`src/rtl/uart_baud_sched_if.sv`:
```
// rtl/uart_baud_sched_if.sv - mode/TC/start inputs and enable/tick/end outputs of the UART baud scheduler
interface uart_baud_sched_if;
    logic [1:0] SM;
    logic       SMOD;
    logic       TC;
    logic       tx_start;
    logic       rx_start;
    logic       rxd;
    logic       TEN;
    logic       REN;
    logic       tx_tick;
    logic       rx_sample;
    logic       tx_end;
    logic       rx_end;
    logic       rx_abort;

    modport master (
        output SM, SMOD, TC, tx_start, rx_start, rxd,
        input  TEN, REN, tx_tick, rx_sample, tx_end, rx_end, rx_abort
    );

    modport slave (
        input  SM, SMOD, TC, tx_start, rx_start, rxd,
        output TEN, REN, tx_tick, rx_sample, tx_end, rx_end, rx_abort
    );
endinterface

```
`src/rtl/uart_baud_sched.sv`:
```
// rtl/uart_baud_sched.sv - TX/RX bit scheduler driven by a shared baud overflow pulse
// Optional macro UART_RX_FALSE_START_EN enables RX false-start abort on the first sample.
module uart_baud_sched (
    input  logic              clk,
    input  logic              rst_n,
    uart_baud_sched_if.slave  bus
);
    typedef enum logic {IDLE, RUN} state_t;

    state_t     tx_state, rx_state;
    logic [1:0] tx_sm, rx_sm;
    logic       tx_smod, rx_smod;
    logic [4:0] txpre, rxpre;
    logic [3:0] txbit, rxbit;
    logic       ten_q, ren_q, tx_tick_q, rx_sample_q, tx_end_q, rx_end_q;

    function automatic logic [4:0] div_last(input logic [1:0] sm, input logic smod);
        if (sm == 2'd0) return 5'd0;
        return smod ? 5'd15 : 5'd31;
    endfunction

    // Mid-bit point is div/2-1; shift mode samples on every TC.
    function automatic logic [4:0] mid_pt(input logic [1:0] sm, input logic smod);
        if (sm == 2'd0) return 5'd0;
        return smod ? 5'd7 : 5'd15;
    endfunction

    function automatic logic [3:0] bit_last(input logic [1:0] sm);
        case (sm)
            2'd0:    return 4'd7;
            2'd1:    return 4'd9;
            default: return 4'd10;
        endcase
    endfunction

    always_ff @(posedge clk or negedge rst_n) begin
        if (!rst_n) begin
            tx_state  <= IDLE;
            tx_sm     <= 2'd0;
            tx_smod   <= 1'b0;
            txpre     <= 5'd0;
            txbit     <= 4'd0;
            ten_q     <= 1'b0;
            tx_tick_q <= 1'b0;
            tx_end_q  <= 1'b0;
        end else begin
            tx_tick_q <= 1'b0;
            tx_end_q  <= 1'b0;
            case (tx_state)
                IDLE: if (bus.tx_start) begin
                    tx_state <= RUN;
                    ten_q    <= 1'b1;
                    tx_sm    <= bus.SM;
                    tx_smod  <= bus.SMOD;
                    txpre    <= 5'd0;
                    txbit    <= 4'd0;
                end
                RUN: if (bus.TC) begin
                    if (txpre == div_last(tx_sm, tx_smod)) begin
                        txpre     <= 5'd0;
                        tx_tick_q <= 1'b1;
                        txbit     <= txbit + 4'd1;
                        if (txbit == bit_last(tx_sm)) begin
                            tx_end_q <= 1'b1;
                            tx_state <= IDLE;
                            ten_q    <= 1'b0;
                        end
                    end else begin
                        txpre <= txpre + 5'd1;
                    end
                end
                default: tx_state <= IDLE;
            endcase
        end
    end

`ifdef UART_RX_FALSE_START_EN
    logic rx_abort_q;
`endif

    always_ff @(posedge clk or negedge rst_n) begin
        if (!rst_n) begin
            rx_state    <= IDLE;
            rx_sm       <= 2'd0;
            rx_smod     <= 1'b0;
            rxpre       <= 5'd0;
            rxbit       <= 4'd0;
            ren_q       <= 1'b0;
            rx_sample_q <= 1'b0;
            rx_end_q    <= 1'b0;
`ifdef UART_RX_FALSE_START_EN
            rx_abort_q  <= 1'b0;
`endif
        end else begin
            rx_sample_q <= 1'b0;
            rx_end_q    <= 1'b0;
`ifdef UART_RX_FALSE_START_EN
            rx_abort_q  <= 1'b0;
`endif
            case (rx_state)
                IDLE: if (bus.rx_start) begin
                    rx_state <= RUN;
                    ren_q    <= 1'b1;
                    rx_sm    <= bus.SM;
                    rx_smod  <= bus.SMOD;
                    rxpre    <= 5'd0;
                    rxbit    <= 4'd0;
                end
                RUN: if (bus.TC) begin
                    rxpre <= (rxpre == div_last(rx_sm, rx_smod)) ? 5'd0 : rxpre + 5'd1;
                    if (rxpre == mid_pt(rx_sm, rx_smod)) begin
                        rx_sample_q <= 1'b1;
                        rxbit       <= rxbit + 4'd1;
`ifdef UART_RX_FALSE_START_EN
                        // A high line at the start-bit centre means the start edge was noise.
                        if (rxbit == 4'd0 && bus.rxd) begin
                            rx_abort_q <= 1'b1;
                            rx_state   <= IDLE;
                            ren_q      <= 1'b0;
                        end else
`endif
                        if (rxbit == bit_last(rx_sm)) begin
                            rx_end_q <= 1'b1;
                            rx_state <= IDLE;
                            ren_q    <= 1'b0;
                        end
                    end
                end
                default: rx_state <= IDLE;
            endcase
        end
    end

    assign bus.TEN       = ten_q;
    assign bus.REN       = ren_q;
    assign bus.tx_tick   = tx_tick_q;
    assign bus.rx_sample = rx_sample_q;
    assign bus.tx_end    = tx_end_q;
    assign bus.rx_end    = rx_end_q;
`ifdef UART_RX_FALSE_START_EN
    assign bus.rx_abort  = rx_abort_q;
`else
    logic unused_rxd;
    assign unused_rxd    = bus.rxd;
    assign bus.rx_abort  = 1'b0;
`endif
endmodule

```
`src/flat_wrapper.sv`:
```
// flat-port wrapper written by rule: the top's interface ports become plain ports
module uart_baud_sched_flat 
  (clk, rst_n, bus_SM, bus_SMOD, bus_TC, bus_tx_start, bus_rx_start, bus_rxd, bus_TEN, bus_REN, bus_tx_tick, bus_rx_sample, bus_tx_end, bus_rx_end, bus_rx_abort);
  uart_baud_sched_if bus_i ();
  input  logic clk;
  input  logic rst_n;
  input wire logic [$bits(bus_i.SM)-1:0] bus_SM;
  input wire logic [$bits(bus_i.SMOD)-1:0] bus_SMOD;
  input wire logic [$bits(bus_i.TC)-1:0] bus_TC;
  input wire logic [$bits(bus_i.tx_start)-1:0] bus_tx_start;
  input wire logic [$bits(bus_i.rx_start)-1:0] bus_rx_start;
  input wire logic [$bits(bus_i.rxd)-1:0] bus_rxd;
  output wire logic [$bits(bus_i.TEN)-1:0] bus_TEN;
  output wire logic [$bits(bus_i.REN)-1:0] bus_REN;
  output wire logic [$bits(bus_i.tx_tick)-1:0] bus_tx_tick;
  output wire logic [$bits(bus_i.rx_sample)-1:0] bus_rx_sample;
  output wire logic [$bits(bus_i.tx_end)-1:0] bus_tx_end;
  output wire logic [$bits(bus_i.rx_end)-1:0] bus_rx_end;
  output wire logic [$bits(bus_i.rx_abort)-1:0] bus_rx_abort;
  assign bus_i.SM = bus_SM;
  assign bus_i.SMOD = bus_SMOD;
  assign bus_i.TC = bus_TC;
  assign bus_i.tx_start = bus_tx_start;
  assign bus_i.rx_start = bus_rx_start;
  assign bus_i.rxd = bus_rxd;
  assign bus_TEN = bus_i.TEN;
  assign bus_REN = bus_i.REN;
  assign bus_tx_tick = bus_i.tx_tick;
  assign bus_rx_sample = bus_i.rx_sample;
  assign bus_tx_end = bus_i.tx_end;
  assign bus_rx_end = bus_i.rx_end;
  assign bus_rx_abort = bus_i.rx_abort;
  uart_baud_sched u_core (.clk(clk), .rst_n(rst_n), .bus(bus_i));
endmodule
```
`config.mk`:
```
export PLATFORM = sky130hd
export DESIGN_NAME = uart_baud_sched_flat
export DESIGN_NICKNAME = d
export VERILOG_FILES = /design/src/rtl/uart_baud_sched_if.sv /design/src/rtl/uart_baud_sched.sv /design/src/flat_wrapper.sv
export SDC_FILE = /design/constraint.sdc
export NUM_CORES = 1
export LEC_CHECK = 0
export BUFFER_PORTS_ARGS = -buffer_cell sky130_fd_sc_hd__clkbuf_2
export CORE_MARGIN = 5
export CORE_UTILIZATION = 54
export CTS_BUF_LIST = sky130_fd_sc_hd__clkbuf_4 sky130_fd_sc_hd__clkbuf_8 sky130_fd_sc_hd__clkbuf_16
export DETAILED_ROUTE_END_ITERATION = 8
export PLACE_DENSITY = 0.85
export SKIP_CTS_REPAIR_TIMING = 1
export SYNTH_ARGS = -nofsm -noshare
export SYNTH_HDL_FRONTEND = slang
export SYNTH_SLANG_ARGS = --single-unit
```
`constraint.sdc`:
```
create_clock -name clk -period 2.21 [get_ports clk]
set_input_delay 0.442 -clock clk [delete_from_list [all_inputs] [get_ports clk]]
set_output_delay 0.442 -clock clk [all_outputs]
set_load 0.005 [all_outputs]
```
==> flow_metrics.env <==
export IMPL_clock_latency_ns=0.33
export IMPL_design_area_mm2=0.001826
export IMPL_synthTopCellsByCount="dfrtp_1, nand2_1, inv_1, o21ai_0"
export IMPL_synth_seq_area_share=0.4783
export IMPL_ir_drop_v=0.0005055
export IMPL_crit_fanout=7
export IMPL_drt_total_wl_um=3464
export IMPL_die_w_um=65.68
export IMPL_synthArstFlopShare=1.000
export IMPL_dieArea_mm2=0.004314
export IMPL_cts_sinks=32
export IMPL_rsz0062_at_grt="false"
export IMPL_vias=1357
export IMPL_tightest_slew_ns=0.7835
export IMPL_hpwl_um=2551
export IMPL_highest_layer="met4"
export IMPL_drt_antenna_violating_nets=0
export IMPL_power_density_mw_per_mm2=947.6
export IMPL_r2r_cells=4
export IMPL_cts_tree="built"
export IMPL_htree_levels=2
export IMPL_synth_main_ff_cell="dfrtp_1"
export IMPL_yosys_area_top_type="dfrtp_1"
export IMPL_synth_distinct_cells=42
export IMPL_area_growth_pct=9.043
export IMPL_die_y_um=65.68
export IMPL_gr_total_overflow=0
export IMPL_critPathLaunch="u_core.rxpre[0]$_DFFE_PN0P_"
export IMPL_via_per_inst=6.058
export IMPL_drt_pass1_iterations=4
export IMPL_avgSynthCellArea_um2=9.566
export IMPL_fin_cells=224
export IMPL_period_needed_ns=1.861
export IMPL_route_detailed_drc=0
export IMPL_synth_most_common_cell="dfrtp_1"
export IMPL_worstSetupPathType="reg -> reg"
export IMPL_tns_ns=0
export IMPL_nFillCells=242
export IMPL_antenna_cells=0
export IMPL_drive_gt1_frac=0.1414
export IMPL_dpl_instance_area_mm2=0.001760
export IMPL_drt_met1_wl_um=1420
export IMPL_status="completed"
export IMPL_fmax_mhz=537.2
export IMPL_core_area_mm2=0.003003
export IMPL_maxCapViolCount=0
export IMPL_post_route_period_util=0.8423
export IMPL_grt_max_degree=33
export IMPL_synth_edf_count=0
export IMPL_min_path_type="in -> async"
export IMPL_finalHoldViolations=0
export IMPL_grt_first_pass_wirelength_um=5996
export IMPL_cts_buffer_depth=2
export IMPL_rr_startpoint="u_core.rxpre[0]$_DFFE_PN0P_"
export IMPL_fp_row_count=20
export IMPL_critPathLaunchType="flip-flop"
export IMPL_wl_per_cell_um=15.46
export IMPL_gp_congestion=0.8890
export IMPL_nets=204
export IMPL_met2_wirelength_um=1796
export IMPL_synth_area_top_cells="dfrtp_1, nand2_1, mux2i_1, ha_1, o21ai_0"
export IMPL_post_route_util=0.6079
export IMPL_fin_skew_ns=0.01179
export IMPL_max_slew_margin=0.4777
export IMPL_synth_nets=188
export IMPL_ys_ff_latch=32
export IMPL_setup_violations=0
export IMPL_synthCells=175
export IMPL_grt_util_all_layers=0.1829
export IMPL_yosysWarnings=0
export IMPL_start_util=0.5575
export IMPL_io_buffers=13
export IMPL_cts_root_buf="clkbuf_4"
export IMPL_antenna_found_initial=0
export IMPL_design_portCount=16
export IMPL_crit_arrival_ns=2.11
export IMPL_cts_buffers=5
export IMPL_crit_required_ns=2.46
export IMPL_whs_ns=0.1727
export IMPL_grt_pass1_vias=1387
export IMPL_path_clk_slew_ns=0.10
export IMPL_wl_met3_um=176
export IMPL_netlist_area_mm2=0.001674
export IMPL_drt_iter0_drc=98
export IMPL_drv_slew=0
export IMPL_worst_setup_path_end_kind="flip-flop"
export IMPL_synth_top_cell_area_share=0.4783
export IMPL_dpl_cell_count=217
export IMPL_leakagePower_nw=0.8427
[power by group]
group          switching, W  leakage [nW]  internal (W)
sequential         0.000194         0.394      0.000725
clock              0.000185        0.0374      0.000180
combinational      0.000237         0.411      0.000209
[through the flow]
step,setup slack [ns],total power (W)
global route,0.2952,0.001872
finish,0.3485,0.001730
CTS,0.3516,0.001740
global placement,0.4234,0.001312
floorplan,0.5072,0.001223
detailed placement,0.3752,0.001363
[path summary, 6_finish.rpt]
path,endpoint,slack [ns]
setup reg to reg,u_core.rxbit[3]$_DFFE_PN0P_,0.35
hold / removal,u_core.rxpre[2]$_DFFE_PN0P_,0.17
max in group asynchronous,u_core.bus.tx_tick$_DFF_PN0_,1.53
min in group clk,u_core.tx_sm[0]$_DFFE_PN0P_,0.33
hold reg to reg,u_core.tx_smod$_DFFE_PN0P_,0.51
setup / recovery,u_core.rxbit[3]$_DFFE_PN0P_,0.35
[cell usage in the layout (no fill, tap or decap), drive strengths merged, types with 4 or more instances in the layout]
cell type	synthesis	layout
mux2	4	4
a21oi	6	6
o21ai	11	11
ha	4	4
nor2	7	7
mux2i	7	7
inv	9	9
a31oi	6	6
clkbuf	2	20
dfrtp	32	32
nand3	7	7
nand2b	6	6
nand2	31	31
[state kept, by name (all words and copies together), names as in the netlist]
register / count
u_core.bus.REN: 1
u_core.bus.TEN: 1
u_core.bus.rx_end: 1
u_core.bus.rx_sample: 1
u_core.bus.tx_end: 1
u_core.bus.tx_tick: 1
u_core.rx_sm: 2
u_core.rx_smod: 1
u_core.rx_state: 1
u_core.rxbit: 4
u_core.rxpre: 5
u_core.tx_sm: 2
u_core.tx_smod: 1
u_core.tx_state: 1
u_core.txbit: 4
u_core.txpre: 5
[routing by layer]
layer	GRT usage	up-vias
li1	-	649
met1	0.1915	663
met2	0.3254	37
met3	0.06154	8
met4	0.08549	0
met5	0	-
[layout make-up]
class                           count  area [um^2]  share of cell area
Multi-Input combinational cell    130        819.5              0.4489
Clock buffer                        7        65.06             0.03564
Sequential cell                    32        800.8              0.4387
Timing Repair Buffer               13        65.06             0.03564
Tap cell                           33        41.29             0.02262
Inverter                            9        33.78             0.01851
[critical path: stages (launching register included)]
cell	delay, ns
dfrtp_1	0.43
or3_1	0.38
mux2_4	0.32
nor4_1	0.41
mux2i_1	0.24
[kinds of logic after synthesis]
family | share of synthesized area
AOI/OAI and AO/OA | 0.1300
xor gates and xnor gates | 0.02093
adders and majority gates | 0.02990
buffers and inverters | 0.03214
DFF | 0.4783
muxes | 0.07100
other | 0.002240
and+or+nand+nor | 0.2354
Power figures use the tool's default switching activity.
